`src/rtl/alu_ctrl_pipe.sv`:
```
// alu_ctrl_pipe
// ARM-style data-processing control decode with a single D->E pipeline
// register and the NZCV flag register updated when the E op retires.
//
// Optional feature macro: ALU_CTRL_CARRY_FWD_EN
//   defined   : the C flag is forwarded from the retiring E op into the
//               D-stage carry-in decode, so no carry hazard stall is needed.
//   undefined : a carry-consuming op (ADC/SBC/RSC) in D waits one cycle
//               behind a flag-writing op in E (hazard_stall_o).
//
// Pipeline handshake (the single rule every checker can bind to):
//   - An op in D is accepted into E on a clock edge where stall_i=0,
//     valid_d=1, flush_i=0 and hazard_stall_o=0; otherwise, if stall_i=0,
//     a bubble is loaded instead.
//   - The E op retires on a clock edge where valid_e=1 and stall_i=0; only
//     then are its flag effects committed.
//   - stall_i=1 freezes the E register and the flags completely.
//   - hazard_stall_o asks the upstream stage to hold the D op unchanged.

module alu_ctrl_pipe #(
  parameter int unsigned WIDTH      = 32,
  parameter logic [3:0]  FLAG_RESET = 4'b0000
) (
  input  logic             clk,
  input  logic             reset,
  // decode stage
  input  logic             valid_d,
  input  logic             alu_op_d,
  input  logic [3:0]       opcode_d,
  input  logic             set_flags_d,
  input  logic             bx_d,
  input  logic             reg_to_cpsr_d,
  // pipeline control
  input  logic             stall_i,
  input  logic             flush_i,
  // execute-stage ALU results
  input  logic [WIDTH-1:0] alu_result_e,
  input  logic             alu_cout_e,
  input  logic             alu_vout_e,
  // execute-stage controls
  output logic             valid_e,
  output logic [2:0]       alu_operation_e,
  output logic             invert_b_e,
  output logic             reverse_inputs_e,
  output logic             alu_carry_e,
  output logic             no_reg_write_e,
  output logic [3:0]       flags_o,
  output logic             hazard_stall_o
);

  // ARM data-processing opcodes (instr[24:21])
  localparam logic [3:0] OP_AND = 4'b0000;
  localparam logic [3:0] OP_EOR = 4'b0001;
  localparam logic [3:0] OP_SUB = 4'b0010;
  localparam logic [3:0] OP_RSB = 4'b0011;
  localparam logic [3:0] OP_ADD = 4'b0100;
  localparam logic [3:0] OP_ADC = 4'b0101;
  localparam logic [3:0] OP_SBC = 4'b0110;
  localparam logic [3:0] OP_RSC = 4'b0111;
  localparam logic [3:0] OP_TST = 4'b1000;
  localparam logic [3:0] OP_TEQ = 4'b1001;
  localparam logic [3:0] OP_CMP = 4'b1010;
  localparam logic [3:0] OP_CMN = 4'b1011;
  localparam logic [3:0] OP_ORR = 4'b1100;
  localparam logic [3:0] OP_MOV = 4'b1101;
  localparam logic [3:0] OP_BIC = 4'b1110;
  localparam logic [3:0] OP_MVN = 4'b1111;

  // ALU operation select encodings
  localparam logic [2:0] ALU_AND = 3'b000;
  localparam logic [2:0] ALU_EOR = 3'b001;
  localparam logic [2:0] ALU_ADD = 3'b010;
  localparam logic [2:0] ALU_ORR = 3'b011;
  localparam logic [2:0] ALU_MOV = 3'b100;
  localparam logic [2:0] ALU_BX  = 3'b101;

  // Arithmetic ops update C and V; logical and move ops leave them alone.
  function automatic logic is_arith(input logic [3:0] op);
    is_arith = (op[3:1] == 3'b001) || (op[3:1] == 3'b010) ||
               (op[3:1] == 3'b011) || (op[3:1] == 3'b101);
  endfunction

  // Ops whose carry-in depends on the current C flag.
  function automatic logic uses_carry(input logic [3:0] op);
    uses_carry = (op == OP_ADC) || (op == OP_SBC) || (op == OP_RSC);
  endfunction

  // Internal E-stage state that is not exported directly
  logic       set_flags_e;
  logic       reg_to_cpsr_e;
  logic       arith_e;
  logic [3:0] flags_q;

  // D-stage decode results
  logic [2:0] op_sel_d;
  logic       invert_b_d;
  logic       reverse_d;
  logic       carry_in_d;
  logic       no_wr_d;
  logic       arith_d;
  logic       carry_src;
  logic       retire_e;
  logic       load_op;

  assign retire_e = valid_e & ~stall_i;
  assign arith_d  = alu_op_d & is_arith(opcode_d);
  assign flags_o  = flags_q;

`ifdef ALU_CTRL_CARRY_FWD_EN
  // C seen by the D-stage decode: the value the retiring E op is about to write
  always_comb begin
    carry_src = flags_q[1];
    if (retire_e && reg_to_cpsr_e)
      carry_src = alu_result_e[WIDTH-3];
    else if (retire_e && set_flags_e && arith_e)
      carry_src = alu_cout_e;
  end

  assign hazard_stall_o = 1'b0;
`else
  // C seen by the D-stage decode: the committed flag only
  always_comb begin
    carry_src = flags_q[1];
  end

  // A carry consumer must wait until a flag-writing op in E has retired
  assign hazard_stall_o = valid_d & alu_op_d & uses_carry(opcode_d) &
                          valid_e & (set_flags_e | reg_to_cpsr_e) & ~flush_i;
`endif

  // Op is accepted into E only if it is real, not squashed and not waiting on C
  assign load_op = valid_d & ~flush_i & ~hazard_stall_o;

  // Combinational decode of the D-stage fields into ALU controls
  always_comb begin
    op_sel_d   = ALU_ADD;
    invert_b_d = 1'b0;
    reverse_d  = 1'b0;
    carry_in_d = 1'b0;
    no_wr_d    = reg_to_cpsr_d;
    if (alu_op_d) begin
      case (opcode_d)
        OP_AND, OP_TST: op_sel_d = ALU_AND;
        OP_EOR, OP_TEQ: op_sel_d = ALU_EOR;
        OP_SUB, OP_CMP: begin
          invert_b_d = 1'b1;
          carry_in_d = 1'b1;
        end
        OP_RSB: begin
          invert_b_d = 1'b1;
          reverse_d  = 1'b1;
          carry_in_d = 1'b1;
        end
        OP_ADD, OP_CMN: op_sel_d = ALU_ADD;
        OP_ADC: carry_in_d = carry_src;
        OP_SBC: begin
          invert_b_d = 1'b1;
          carry_in_d = carry_src;
        end
        OP_RSC: begin
          invert_b_d = 1'b1;
          reverse_d  = 1'b1;
          carry_in_d = carry_src;
        end
        OP_ORR: op_sel_d = ALU_ORR;
        OP_MOV: op_sel_d = ALU_MOV;
        OP_BIC: begin
          op_sel_d   = ALU_AND;
          invert_b_d = 1'b1;
        end
        OP_MVN: begin
          op_sel_d   = ALU_MOV;
          invert_b_d = 1'b1;
        end
        default: op_sel_d = ALU_ADD;
      endcase
      // Compare/test ops (10xx) only produce flags
      if (opcode_d[3:2] == 2'b10)
        no_wr_d = 1'b1;
    end else if (bx_d) begin
      op_sel_d = ALU_BX;
    end
  end

  // E register: hold on stall, otherwise load the D op or a bubble
  always_ff @(posedge clk or posedge reset) begin
    if (reset) begin
      valid_e          <= 1'b0;
      alu_operation_e  <= ALU_ADD;
      invert_b_e       <= 1'b0;
      reverse_inputs_e <= 1'b0;
      alu_carry_e      <= 1'b0;
      no_reg_write_e   <= 1'b0;
      set_flags_e      <= 1'b0;
      reg_to_cpsr_e    <= 1'b0;
      arith_e          <= 1'b0;
    end else if (!stall_i) begin
      if (load_op) begin
        valid_e          <= 1'b1;
        alu_operation_e  <= op_sel_d;
        invert_b_e       <= invert_b_d;
        reverse_inputs_e <= reverse_d;
        alu_carry_e      <= carry_in_d;
        no_reg_write_e   <= no_wr_d;
        set_flags_e      <= set_flags_d;
        reg_to_cpsr_e    <= reg_to_cpsr_d;
        arith_e          <= arith_d;
      end else begin
        valid_e          <= 1'b0;
        alu_operation_e  <= ALU_ADD;
        invert_b_e       <= 1'b0;
        reverse_inputs_e <= 1'b0;
        alu_carry_e      <= 1'b0;
        no_reg_write_e   <= 1'b0;
        set_flags_e      <= 1'b0;
        reg_to_cpsr_e    <= 1'b0;
        arith_e          <= 1'b0;
      end
    end
  end

  // NZCV register: committed only when the E op retires
  always_ff @(posedge clk or posedge reset) begin
    if (reset) begin
      flags_q <= FLAG_RESET;
    end else if (retire_e) begin
      if (reg_to_cpsr_e) begin
        // Direct flag write wins over any result-derived update
        flags_q <= alu_result_e[WIDTH-1:WIDTH-4];
      end else if (set_flags_e) begin
        flags_q[3] <= alu_result_e[WIDTH-1];
        flags_q[2] <= (alu_result_e == '0);
        if (arith_e) begin
          flags_q[1] <= alu_cout_e;
          flags_q[0] <= alu_vout_e;
        end
      end
    end
  end

endmodule

```
`config.mk`:
```
export PLATFORM = sky130hd
export DESIGN_NAME = alu_ctrl_pipe
export DESIGN_NICKNAME = d
export VERILOG_FILES = /design/src/rtl/alu_ctrl_pipe.sv
export SDC_FILE = /design/constraint.sdc
export NUM_CORES = 1
export LEC_CHECK = 0
export BUFFER_PORTS_ARGS = -buffer_cell sky130_fd_sc_hd__buf_2
export CAP_MARGIN = 10
export CORE_MARGIN = 2
export CORE_UTILIZATION = 40
export DETAILED_ROUTE_END_ITERATION = 12
export PLACE_DENSITY = 0.83
export SLEW_MARGIN = 20
export SYNTH_ARGS = -nofsm -noshare
export SYNTH_HDL_FRONTEND = slang
export SYNTH_SLANG_ARGS = --single-unit
```
`constraint.sdc`:
```
create_clock -name clk -period 3.97 [get_ports clk]
set_clock_uncertainty 0.2 [all_clocks]
set_input_delay 0 -clock clk [delete_from_list [all_inputs] [get_ports clk]]
set_output_delay 0 -clock clk [all_outputs]
set_load 0.02 [all_outputs]
```
== Yosys cells after proc, flatten, opt, wreduce, memory -nomap -nowiden ==
Cells that the tools add are included.
Operators by class
  muxes and demuxes: 23
  reductions and logical operators: 18
  equality and inequality tests: 18
  bitwise gates (word level): 13
Operators by type and width (number)
  $logic_not 32->1: 1
  $eq 4x4->1 const B: 7
  $mux 1: 15
  $eq 4x3->1 const B: 3
  $pmux 3 s4: 1
  $and 1x1->1: 9
  $mux 3: 3
  $reduce_or 3->1: 3
  $eq 4x2->1 const B: 2
  $mux 4: 2
  $reduce_or 7->1: 1
  $eq 3x2->1 const B: 2
  $reduce_or 2->1: 3
  $logic_or 1x1->1: 5
  $eq 4x1->1 const B: 1
  $logic_not 4->1: 1
  $reduce_bool 2->1: 2
  $eq 3x1->1 const B: 1
  $eq 3x3->1 const B: 1
  $not 1->1: 3
  $reduce_and 3->1: 1
  $eq 2x2->1 const B: 1
  $mux 2: 1
  $pmux 1 s2: 1
  other kinds (2): 2
Word-level totals
  logic and storage cells: 83
  register bits: 15
  input port bits: 47
  output and inout bits: 13

== Depth between registers and ports, before layout ==
Gate-level depths: netlist of run 1.
  depth after elaboration: 10
  mapped depth: 6

== Worst setup path after synthesis of run 1 ==
OpenSTA, ideal clock, no wires.
  path kind: flip-flop to flip-flop
  start point: register valid_e
  end point: register flags_q[2] (netlist: flags_o[2])
  cell stages (with the launch flop): 6
  data required time: 3.683 ns
  arrival time: 1.510 ns
  path slack: 2.174 ns
  setup time: 0.087 ns
  path through: dfrtp_1 o21ai_4 or2_0 buf_2 or4_1 o211ai_1
On the way
  longest elaborated chain between the ends: 2
RTL lines
  start, declared: RTL line 41  | output logic valid_e,
  start signal, assigned: RTL line 188  | valid_e <= 1'b0;
  start signal, assigned: RTL line 199  | valid_e <= 1'b1;
  start signal, assigned: RTL line 209  | valid_e <= 1'b0;
  $and 1x1->1: RTL line 105  | assign retire_e = valid_e & ~stall_i;
  $reduce_and 2->1 (no source line)
  end signal, assigned: RTL line 229  | flags_q <= alu_result_e[WIDTH-1:WIDTH-4];
  end signal, assigned: RTL line 232  | flags_q[2] <= (alu_result_e == '0);
  end, declared: RTL line 92  | logic [3:0] flags_q;
No other way between the ends.
A chain may end at the register's enable or synchronous reset.

== Worst setup path after layout of run 1 ==
  start point: register reg_to_cpsr_e
  end point: register flags_q[2] (netlist: flags_o[2])
On the way
  longest elaborated chain between the ends: 2
RTL lines
  start, declared: RTL line 90  | logic reg_to_cpsr_e;
  start signal, assigned: RTL line 206  | reg_to_cpsr_e <= reg_to_cpsr_d;
  $reduce_bool 2->1 (no source line)
  $reduce_and 2->1 (no source line)
Several ways; a longest one is shown, not always the timed one.

==> results of run 1 <==
[metal layers]
metal | GRT usage (%) | wire length (um) | share of wire (%)
met1 | 24.9 | 1080 | 39
met2 | 43.1 | 1280 | 47
met3 | 5.76 | 304 | 11
met4 | 9.26 | 63 | 2.3
met5 | 0 | 0 | 0
[report_power, final]
part           internal (uW)  leakage (uW)  switching (uW)
sequential               164      0.000200            8.56
clock                   39.1     0.0000150            47.3
combinational           50.8      0.000475            47.7
total                    254      0.000690             103
[metrics by stage]
stage / utilization (%) / total power [uW]
after global placement: 58.3 / 254
after CTS: 70.9 / 356
after detailed placement: 58.3 / 256
final: 70.9 / 357
after global routing: 70.9 / 377
after floorplan: - / 215
[tightest hold or removal path, cell delays in order]
cell and delay [ps]:
buf_2 120, mux2i_1 80, a31oi_1 150, o21ai_0 90
[Yosys cell counts]
cell type	number
dfrtp_1	14
nand2_1	14
o21ai_0	10
nor4_1	9
inv_1	5
nor2_1	4
a31oi_1	3
a21oi_1	2
a22o_1	2
buf_2	2
nand2b_1	2
nand4_1	2
nor2b_1	2
o211ai_1	2
o22ai_1	2
a21o_1	1
a221oi_1	1
a2bb2oi_1	1
a32oi_1	1
and2_1	1
and3b_1	1
buf_6	1
clkbuf_1	1
dfstp_2	1
mux2_2	1
mux2i_1	1
nor3b_1	1
o21ai_4	1
o31a_1	1
o31ai_1	1
o32a_1	1
or2_0	1
or4_1	1
[layout by cell type, fill, tap and decap left out, drive strengths merged, types with 2 or more instances in the layout]
cell type    netlist  routed
clkbuf             1       4
o22ai              2       2
a31oi              3       3
buf                3      59
dlygate4sd3        0      22
nand4              2       2
nor2               4       4
nand2b             2       2
o21ai             11      11
o211ai             2       2
a21oi              2       2
dfrtp             14      14
a22o               2       2
inv                5       5
nor4               9       9
nor2b              2       2
nand2             14      14
[cell type report]
type	count	area, um^2	share of cell area [%]
inverters	5	18.8	1.35
well taps	27	33.8	2.43
multi-input cells	69	419	30.2
repair buffers	81	515	37.1
clock buffers	4	26.3	1.89
flip-flops and latches	15	377	27.1
[sequential cells by signal, indices dropped and copies added (netlist names)]
| signal | cells |
|---|---|
| valid_e | 1 |
| flags_o | 4 |
| arith_e | 1 |
| reverse_inputs_e | 1 |
| alu_carry_e | 1 |
| invert_b_e | 1 |
| reg_to_cpsr_e | 1 |
| no_reg_write_e | 1 |
| alu_operation_e | 3 |
| set_flags_e | 1 |
[timing repair]
| action | in CTS | in global routing |
|---|---|---|
| resized for setup | 0 | 0 |
| hold endpoints to repair | 30 | 0 |
| hold buffers | 22 | 0 |
[path summary, 6_finish.rpt]
path / startpoint / end / slack [ps] / cells past startpoint
hold / removal: opcode_d[0] / alu_operation_e[0]$_DFFE_PP0N_ / 3 / 4
max in group asynchronous: reset / alu_operation_e[1]$_DFFE_PP1N_ / 3110 / 3
setup reg to reg: reg_to_cpsr_e$_DFFE_PP0N_ / flags_o[2]$_DFFE_PP0P_ / 1490 / 5
setup / recovery: reg_to_cpsr_e$_DFFE_PP0N_ / flags_o[2]$_DFFE_PP0P_ / 1490 / 5
min in group asynchronous: reset / set_flags_e$_DFFE_PP0N_ / 100 / 3
hold reg to reg: alu_carry_e$_DFFE_PP0N_ / alu_carry_e$_DFFE_PP0N_ / 290 / 2
[cells by family (layout without fill, tap and decap cells)]
logic type             after synthesis  in the layout  share of synthesized area (%)
DFF                                 15             15                           44.9
AOI/OAI and AO/OA                   29             29                           23.8
buffers and inverters                9             90                           5.22
muxes                                2              2                           2.53
and+or+nand+nor                     38             38                           23.5
==> impl_metrics.yaml, run 1 <==
status:
  status: "completed"
global_routing:
  antenna_found_initial: 0
  grt_pass1_wl_um: 4450
  track_usage_pct: 23.3
  grt_pass1_vias: 1052
  grt_max_degree: 16
  grt_overflow: 0
timing:
  hold_viol: 0
  worst-slew-pin-transition_ps: 548
  timing.fmax_mhz: 403
  fin_crit_sh_pct: 62.5
  finalMaxSlewViolations: 0
  rsz0062_at_grt: "no"
  setup_ws_ps: 1490
  slew_headroom_pct: 63.4
  finalSetupViolations: 0
  holdWs_ps: 3.03
  fin_setup_tns_ps: 0
  finalCriticalPeriod_ps: 2480
logic_synthesis:
  yosys_register_bits: 15
  ys_seq_area_share_pct: 44.9
  yosysTopAreaCell: "dfrtp_1"
  syn_area_um2: 840
  synthTopCellsByArea: "dfrtp_1 42%, nor4_1 6.7%, nand2_1 6.3%"
  syn_nets: 140
  syn-mean-instance-area_um2: 9.03
  ys_warn_count: 0
  synthDistinctLibCells: 33
  synthDominantCellAreaShare_pct: 41.7
  synthCells: 93
die:
  rows: 16
  die_area_um2: 2480
  core_area_um2: 1960
  io_pins: 60
  initial_core_util_pct: 42.8
  die_w_um: 49.8
  die_h_um: 49.8
setup_path:
  worstSetupStartpointType: "flip-flop"
  crit_path_max_incr_delay_ps: 580
  crit_fanout: 9
  cp_cell_sequence: "o21ai_4 -> or2_0 -> or4_1 -> o211ai_1 -> dlygate4sd3_1"
  worstSetupPathType: "flip-flop to flip-flop"
  path_buf_inv: 1
  cp_top_family: "simple AND/OR/NAND/NOR gates"
  cp_slowest_cell: "dlygate4sd3_1"
  end_kind: "flip-flop"
  cp_data_required_time_ps: 3990
  arrival_ps: 2500
clocking:
  cts_max_path_buffers: 2
  path_clk_slew_ps: 80
  cts_tree: "yes"
  post_cts_buffers: 0
  cts_sinks: 15
  insertion_delay_ps: 280
  clockRootBuffer: "clkbuf_4"
  h-tree-depth: 1
  cts_made_buffers: 3
route:
  drc_errors: 0
  drt_iter0_drc: 21
  totalWireLength_um: 2730
  wire_per_inst_um: 13.6
  via_per_inst: 5.20
  drtAntennaViolNets: 0
  vias: 1045
  firstDrtPassIters: 4
finish:
  final_nets: 222
  instances_no_fill: 201
  num_antenna_cells: 0
  n_fill_cell: 178
  final_area_um2: 1390
  drive_above_1_share_pct: 37.4
  synthToLayoutAreaGrowth_pct: 65.6
place:
  placed_cell_area_um2: 1140
  place_ws_ps: 2070
  dp.cells: 175
  place_hpwl_um: 1860
  place_congestion: 0.807
  numPortBuffers: 59
power_and_ir_drop:
  peakVddDrop_uv: 229
  leakage_uw: 0.000690
  power_density_nw_per_um2: 257
run:
  maxCapViolations: 0
worst_hold_path:
  holdCritPathClass: "input pin to flip-flop"
No activity file was read; power rests on OpenSTA's default activity.
==> inputs of run 2 (changes only) <==
--- a/config.mk
+++ b/config.mk
@@ -5,12 +5,13 @@
 export SDC_FILE = /design/constraint.sdc
 export NUM_CORES = 1
 export LEC_CHECK = 0
+export ABC_AREA = 1
 export BUFFER_PORTS_ARGS = -buffer_cell sky130_fd_sc_hd__buf_2
 export CAP_MARGIN = 10
 export CORE_MARGIN = 2
 export CORE_UTILIZATION = 40
 export DETAILED_ROUTE_END_ITERATION = 12
-export PLACE_DENSITY = 0.83
+export PLACE_DENSITY = 0.8
 export SLEW_MARGIN = 20
 export SYNTH_ARGS = -nofsm -noshare
 export SYNTH_HDL_FRONTEND = slang
==> constraint.sdc (replaced) <==
create_clock -name clk -period 2.6 [get_ports clk]
set_clock_uncertainty 0.2 [all_clocks]
set_input_delay 0 -clock clk [delete_from_list [all_inputs] [get_ports clk]]
set_output_delay 0 -clock clk [all_outputs]
set_load 0.02 [all_outputs]
==> run 2 against run 1 <==
Net effect: critical path type is now input pin to flip-flop; critical endpoint is now set_flags_e$_DFFE_PP0N_; largest power group unchanged; setup slack got worse by 1400 ps; highest routed layer unchanged; register-to-register slack got worse by 1400 ps; clock power rose by 53%; clock-buffer cell count fell by 1.
==> impl_metrics.yaml, run 2 <==
status:
  status: "completed"
place:
  placed_cell_area_um2: 1250
  place_congestion: 0.850
  numPortBuffers: 59
  place_ws_ps: 1080
  dp.cells: 211
  place_hpwl_um: 1850
timing:
  hold_viol: 0
  finalMaxSlewViolations: 0
  fin_setup_tns_ps: 0
  fin_crit_sh_pct: 97.6
  finalSetupViolations: 0
  timing.fmax_mhz: 394
  rsz0062_at_grt: "no"
  finalCriticalPeriod_ps: 2540
  worst-slew-pin-transition_ps: 562
  slew_headroom_pct: 62.5
  setup_ws_ps: 62.0
route:
  totalWireLength_um: 2640
  firstDrtPassIters: 4
  via_per_inst: 4.79
  drc_errors: 0
  wire_per_inst_um: 10.8
  drtAntennaViolNets: 0
  vias: 1168
  drt_iter0_drc: 12
logic_synthesis:
  ys_warn_count: 0
  synthTopCellsByArea: "dfrtp_1 38%, nand2_1 12%, nor2_1 10%"
  syn_nets: 173
  syn-mean-instance-area_um2: 7.41
  synthDominantCellAreaShare_pct: 37.5
  synth_flop_cell: "dfrtp_1"
  netlist_top_cells_count: "30 x nand2_1, 25 x nor2_1, 14 x dfrtp_1"
  synthArstFlopShare_pct: 100
  syn_area_um2: 933
  synth_most_common_cell: "nand2_1"
  yosys_register_bits: 15
  synthDistinctLibCells: 24
  synth-edff-count: 0
  synthCells: 126
  yosysTopAreaCell: "dfrtp_1"
  ys_seq_area_share_pct: 40.3
power_and_ir_drop:
  power_frac_seq_pct: 44.7
  p_clk_share_pct: 21.3
  power_frac_comb_pct: 34.0
  power_switching_uw: 198
  total_power_uw: 621
  leakage_uw: 0.000836
  peakVddDrop_uv: 302
  switching_share_pct: 31.8
  intPower_uw: 423
  power_density_nw_per_um2: 395
setup_path:
  cp-startpoint: "stall_i"
  crit_fanout: 11
  cpMostUsedCell: "dlygate4sd3_1"
  path_buf_inv: 4
  worstSetupStartpointType: "input pin"
  end_kind: "flip-flop"
  r2r_start: "reg_to_cpsr_e$_DFFE_PP0N_"
  cp_data_required_time_ps: 2630
  worstSetupPathType: "input pin to flip-flop"
  cp_top_family: "buffers and inverters"
  cp_cell_sequence: "dlygate4sd3_1 -> buf_2 -> nor3_2 -> nand3_1 -> dlygate4sd3_1 -> nand2_1 -> dlygate4sd3_1"
  arrival_ps: 2560
  crit_path_max_incr_delay_ps: 590
  cp_slowest_cell: "dlygate4sd3_1"
  rrSetupSlack_ps: 130
global_routing:
  grt_overflow: 0
  grt_pass1_wl_um: 3810
  track_usage_pct: 18.8
  antenna_found_initial: 0
  grt_pass1_vias: 1015
  grt_max_degree: 16
die:
  rows: 17
  die_h_um: 52.3
  core_area_um2: 2210
  die_area_um2: 2740
  io_pins: 60
  initial_core_util_pct: 42.2
  die_w_um: 52.3
finish:
  instances_no_fill: 244
  final_nets: 264
  layout_common_cells: "59 x buf_2, 30 x nand2_1, 29 x dlygate4sd3_1"
  n_fill_cell: 195
  largest_reg_flops: 4
  drive_above_1_share_pct: 36.6
  final_area_um2: 1570
  synthToLayoutAreaGrowth_pct: 68.2
  layout_commonest_cell: "buf_2"
  num_antenna_cells: 0
clocking:
  cts_sinks: 15
  clockRootBuffer: "clkbuf_4"
  h-tree-depth: 1
  cts_max_path_buffers: 2
  insertion_delay_ps: 290
  cts_tree: "yes"
  path_clk_slew_ps: 90
  cts_made_buffers: 3
worst_hold_path:
  min-delay-start: "valid_d"
  holdCritPathClass: "input pin to flip-flop"
run:
  maxCapViolations: 0
-- run 2: power groups by stage --
stage	Clock (uW)	Combinational, uW	Sequential, uW
global placement	0	168	283
floorplan	0	68.2	311
finish	132	211	278
CTS	135	210	278
global route	147	230	281
detailed placement	0	172	282
-- run 2: area by class of cell --
class | instances | area, um^2 | share of cell area (%)
Clock inverter | 1 | 5.00 | 0.319
Timing Repair Buffer | 88 | 586 | 37.3
Inverter | 13 | 48.8 | 3.11
Sequential cell | 15 | 378 | 24.1
Tap cell | 28 | 35.0 | 2.23
Multi-Input combinational cell | 96 | 495 | 31.6
Clock buffer | 3 | 22.5 | 1.43
-- run 2: tightest hold or removal path: cells and delay by family --
| family | cells | cell delay, ps |
|---|---|---|
| buf+inv | 2 | 220 |
| compound gates | 1 | 70 |
| simple gates | 2 | 190 |
-- run 2: worst paths after layout --
| check | depth (start not counted) | end |
|---|---|---|
| setup / recovery | 7 | set_flags_e$_DFFE_PP0N_ |
| hold / removal | 5 | arith_e$_DFFE_PP0N_ |
| setup reg to reg | 7 | set_flags_e$_DFFE_PP0N_ |
| hold reg to reg | 2 | arith_e$_DFFE_PP0N_ |
| max in group asynchronous | 3 | reg_to_cpsr_e$_DFFE_PP0N_ |
| min in group asynchronous | 3 | arith_e$_DFFE_PP0N_ |
-- run 2: kinds of logic (layout without fill, tap and decap cells) --
logic type / count (synthesis) / count (layout) / synth area share, %
buf+inv: 15 / 105 / 6.57
mux: 3 / 3 / 3.75
simple gates: 78 / 78 / 40.1
compound gates: 15 / 15 / 9.25
flops: 15 / 15 / 40.3
-- run 2: per-stage QoR --
stage               hold WS [ps]  utilization, %
floorplan                   -299               -
global placement            -129            56.6
detailed placement          -119            56.6
CTS                         15.5            70.9
global route                45.8            71.0
finish                      21.5            71.0
-- run 2: per-layer routing --
metal	vias up	track usage, %	part of all wire [%]
met4	0	6.41	0.45
met5	-	0	0
met1	520	19.2	39
met2	58	37.7	50
met3	4	2.86	11
li1	586	-	-
-- run 2: timing repair --
item | 4_1_cts | 5_1_grt
endpoints found under the setup margin | 0 | 1
endpoints found under the hold margin | 30 | 0
hold buffers | 29 | 0
resized for setup | 0 | 1
buffers inserted | 0 | 0
==> inputs of run 3 (changes only) <==
--- a/config.mk
+++ b/config.mk
@@ -12,6 +12,8 @@
 export CORE_UTILIZATION = 40
 export DETAILED_ROUTE_END_ITERATION = 12
 export PLACE_DENSITY = 0.8
+export RECOVER_POWER = 50
+export SKIP_LAST_GASP = 1
 export SLEW_MARGIN = 20
 export SYNTH_ARGS = -nofsm -noshare
 export SYNTH_HDL_FRONTEND = slang
==> run 3 against run 2 <==
Net effect: setup slack better by 4.5 ps; global-route usage unchanged; combinational power about the same; critical path depth unchanged.
==> impl_metrics.yaml, run 3 (synthesis gave the netlist of run 2 again) <==
status:
  status: "completed"
place:
  place_congestion: 0.850
  placed_cell_area_um2: 1250
  numPortBuffers: 59
  place_hpwl_um: 1850
setup_path:
  worstSetupPathType: "input pin to flip-flop"
  crit_fanout: 11
  crit_path_max_incr_delay_ps: 590
  path_buf_inv: 4
  end_kind: "flip-flop"
  worstReg2RegEnd: "set_flags_e$_DFFE_PP0N_"
  cp_data_required_time_ps: 2630
  worstSetupStartpointType: "input pin"
  cp_top_family: "buffers and inverters"
  rrSetupSlack_ps: 130
  cp_cell_sequence: "dlygate4sd3_1 -> buf_2 -> nor3_2 -> nand3_1 -> dlygate4sd3_1 -> nand2_1 -> dlygate4sd3_1"
  endpoint: "set_flags_e$_DFFE_PP0N_"
  cp_slowest_cell: "dlygate4sd3_1"
  cpMostUsedCell: "dlygate4sd3_1"
  r2r_start: "reg_to_cpsr_e$_DFFE_PP0N_"
  ff2ff_path_depth: 7
  cp.depth: 7
  cp-startpoint: "stall_i"
  arrival_ps: 2560
worst_hold_path:
  holdCritPathClass: "input pin to flip-flop"
die:
  initial_core_util_pct: 42.2
  rows: 17
  die_h_um: 52.3
  die_w_um: 52.3
  die_area_um2: 2740
  core_area_um2: 2210
  io_pins: 60
clocking:
  clockRootBuffer: "clkbuf_4"
  cts_max_path_buffers: 2
  cts_sinks: 15
  path_clk_slew_ps: 90
  cts_made_buffers: 3
  cts_tree: "yes"
  insertion_delay_ps: 290
  post_cts_buffers: 0
  h-tree-depth: 1
timing:
  rsz0062_at_grt: "no"
  slew_headroom_pct: 62.4
  finalSetupViolations: 0
  finalMaxSlewViolations: 0
  fin_setup_tns_ps: 0
  worst-slew-pin-transition_ps: 564
  timing.fmax_mhz: 395
  fin_crit_sh_pct: 97.4
  hold_viol: 0
  finalCriticalPeriod_ps: 2530
finish:
  final_nets: 264
  layout_common_cells: "53 x buf_2, 30 x nand2_1, 29 x dlygate4sd3_1"
  layout_commonest_cell: "buf_2"
  drive_above_1_share_pct: 33.8
  final_area_um2: 1560
  num_antenna_cells: 0
  synthToLayoutAreaGrowth_pct: 67.4
  largest_reg_flops: 4
power_and_ir_drop:
  switching_share_pct: 32.3
  power_frac_seq_pct: 44.8
  intPower_uw: 420
  power_density_nw_per_um2: 397
  leakage_uw: 0.000813
  p_clk_share_pct: 21.7
  peakVddDrop_uv: 303
  power_switching_uw: 200
  power_frac_comb_pct: 33.5
route:
  firstDrtPassIters: 4
  drtAntennaViolNets: 0
  vias: 1170
  wire_per_inst_um: 10.8
  drc_errors: 0
  drt_iter0_drc: 14
  via_per_inst: 4.80
  totalWireLength_um: 2650
global_routing:
  grt_pass1_vias: 1015
  grt_overflow: 0
  track_usage_pct: 18.8
  antenna_found_initial: 0
  grt_max_degree: 16
  grt_pass1_wl_um: 3810
run:
  maxCapViolations: 0
-- run 3: cell count changes in the layout (fill, tap and decap cells not counted) --
cell | previous run | this run
buf_2 | 59 | 53
clkbuf_1 | 0 | 6
-- run 3: power by group through the flow --
| stage | Clock (uW) | Sequential [uW] | Combinational, uW |
|---|---|---|---|
| final | 135 | 278 | 208 |
| after global routing | 147 | 282 | 227 |
| after CTS | 135 | 278 | 210 |
| after detailed placement | 0 | 282 | 172 |
| after global placement | 0 | 283 | 168 |
| after floorplan | 0 | 311 | 68.2 |
-- run 3: worst reg2reg max path, stage by stage (launching register included) --
cell	delay, ps
dfrtp_2	450
nor2_2	50
nor2_2	210
nand3_4	150
nand3_1	110
dlygate4sd3_1	560
nand2_1	60
dlygate4sd3_1	560
-- run 3: metrics by stage --
| step | cells | util (%) | hold slack [ps] | setup slack [ps] | power (uW) |
|---|---|---|---|---|---|
| 2_1_floorplan | 126 | - | -299 | 1150 | 379 |
| 3_3_place_gp | 211 | 56.6 | -129 | 1160 | 451 |
| 3_5_place_dp | 211 | 56.6 | -119 | 1080 | 454 |
| 4_1_cts | 244 | 70.9 | 15.5 | 127 | 624 |
| 5_1_grt | 244 | 70.6 | 45.8 | 6.48 | 656 |
| 6_report | 244 | 70.6 | 19.4 | 66.5 | 620 |
-- run 3: area by class of cell --
type / instances / area, um^2
timing repair buffer: 88 / 578
sequential: 15 / 378
clock inverter: 1 / 5.00
inverter: 13 / 48.8
fill: 196 / 649
multi-input combinational: 96 / 495
clock buffer: 3 / 22.5
tap: 28 / 35.0
-- run 3: worst min path at each step --
stage,start,end,slack (ps),cells after the start
floorplan,reset,alu_carry_e$_DFFE_PP0N_,-300,1
global placement,reset,flags_o[0]$_DFFE_PP0P_,-130,2
detailed placement,reset,invert_b_e$_DFFE_PP0N_,-120,2
global route,valid_d,arith_e$_DFFE_PP0N_,50,5
finish,valid_d,arith_e$_DFFE_PP0N_,20,5
CTS,valid_d,arith_e$_DFFE_PP0N_,20,5
-- run 3: repair_timing --
action / in CTS / in global routing
gates resized for setup: 0 / 1
hold endpoints to repair: 30 / 0
hold buffers: 29 / 0
endpoints found under the setup margin: 0 / 1
-- run 3: metal layers --
layer | GRT usage (%) | routed length, um
met1 | 19.2 | 1050
met2 | 37.7 | 1300
met3 | 2.86 | 288
met4 | 6.41 | 12
met5 | 0 | 0
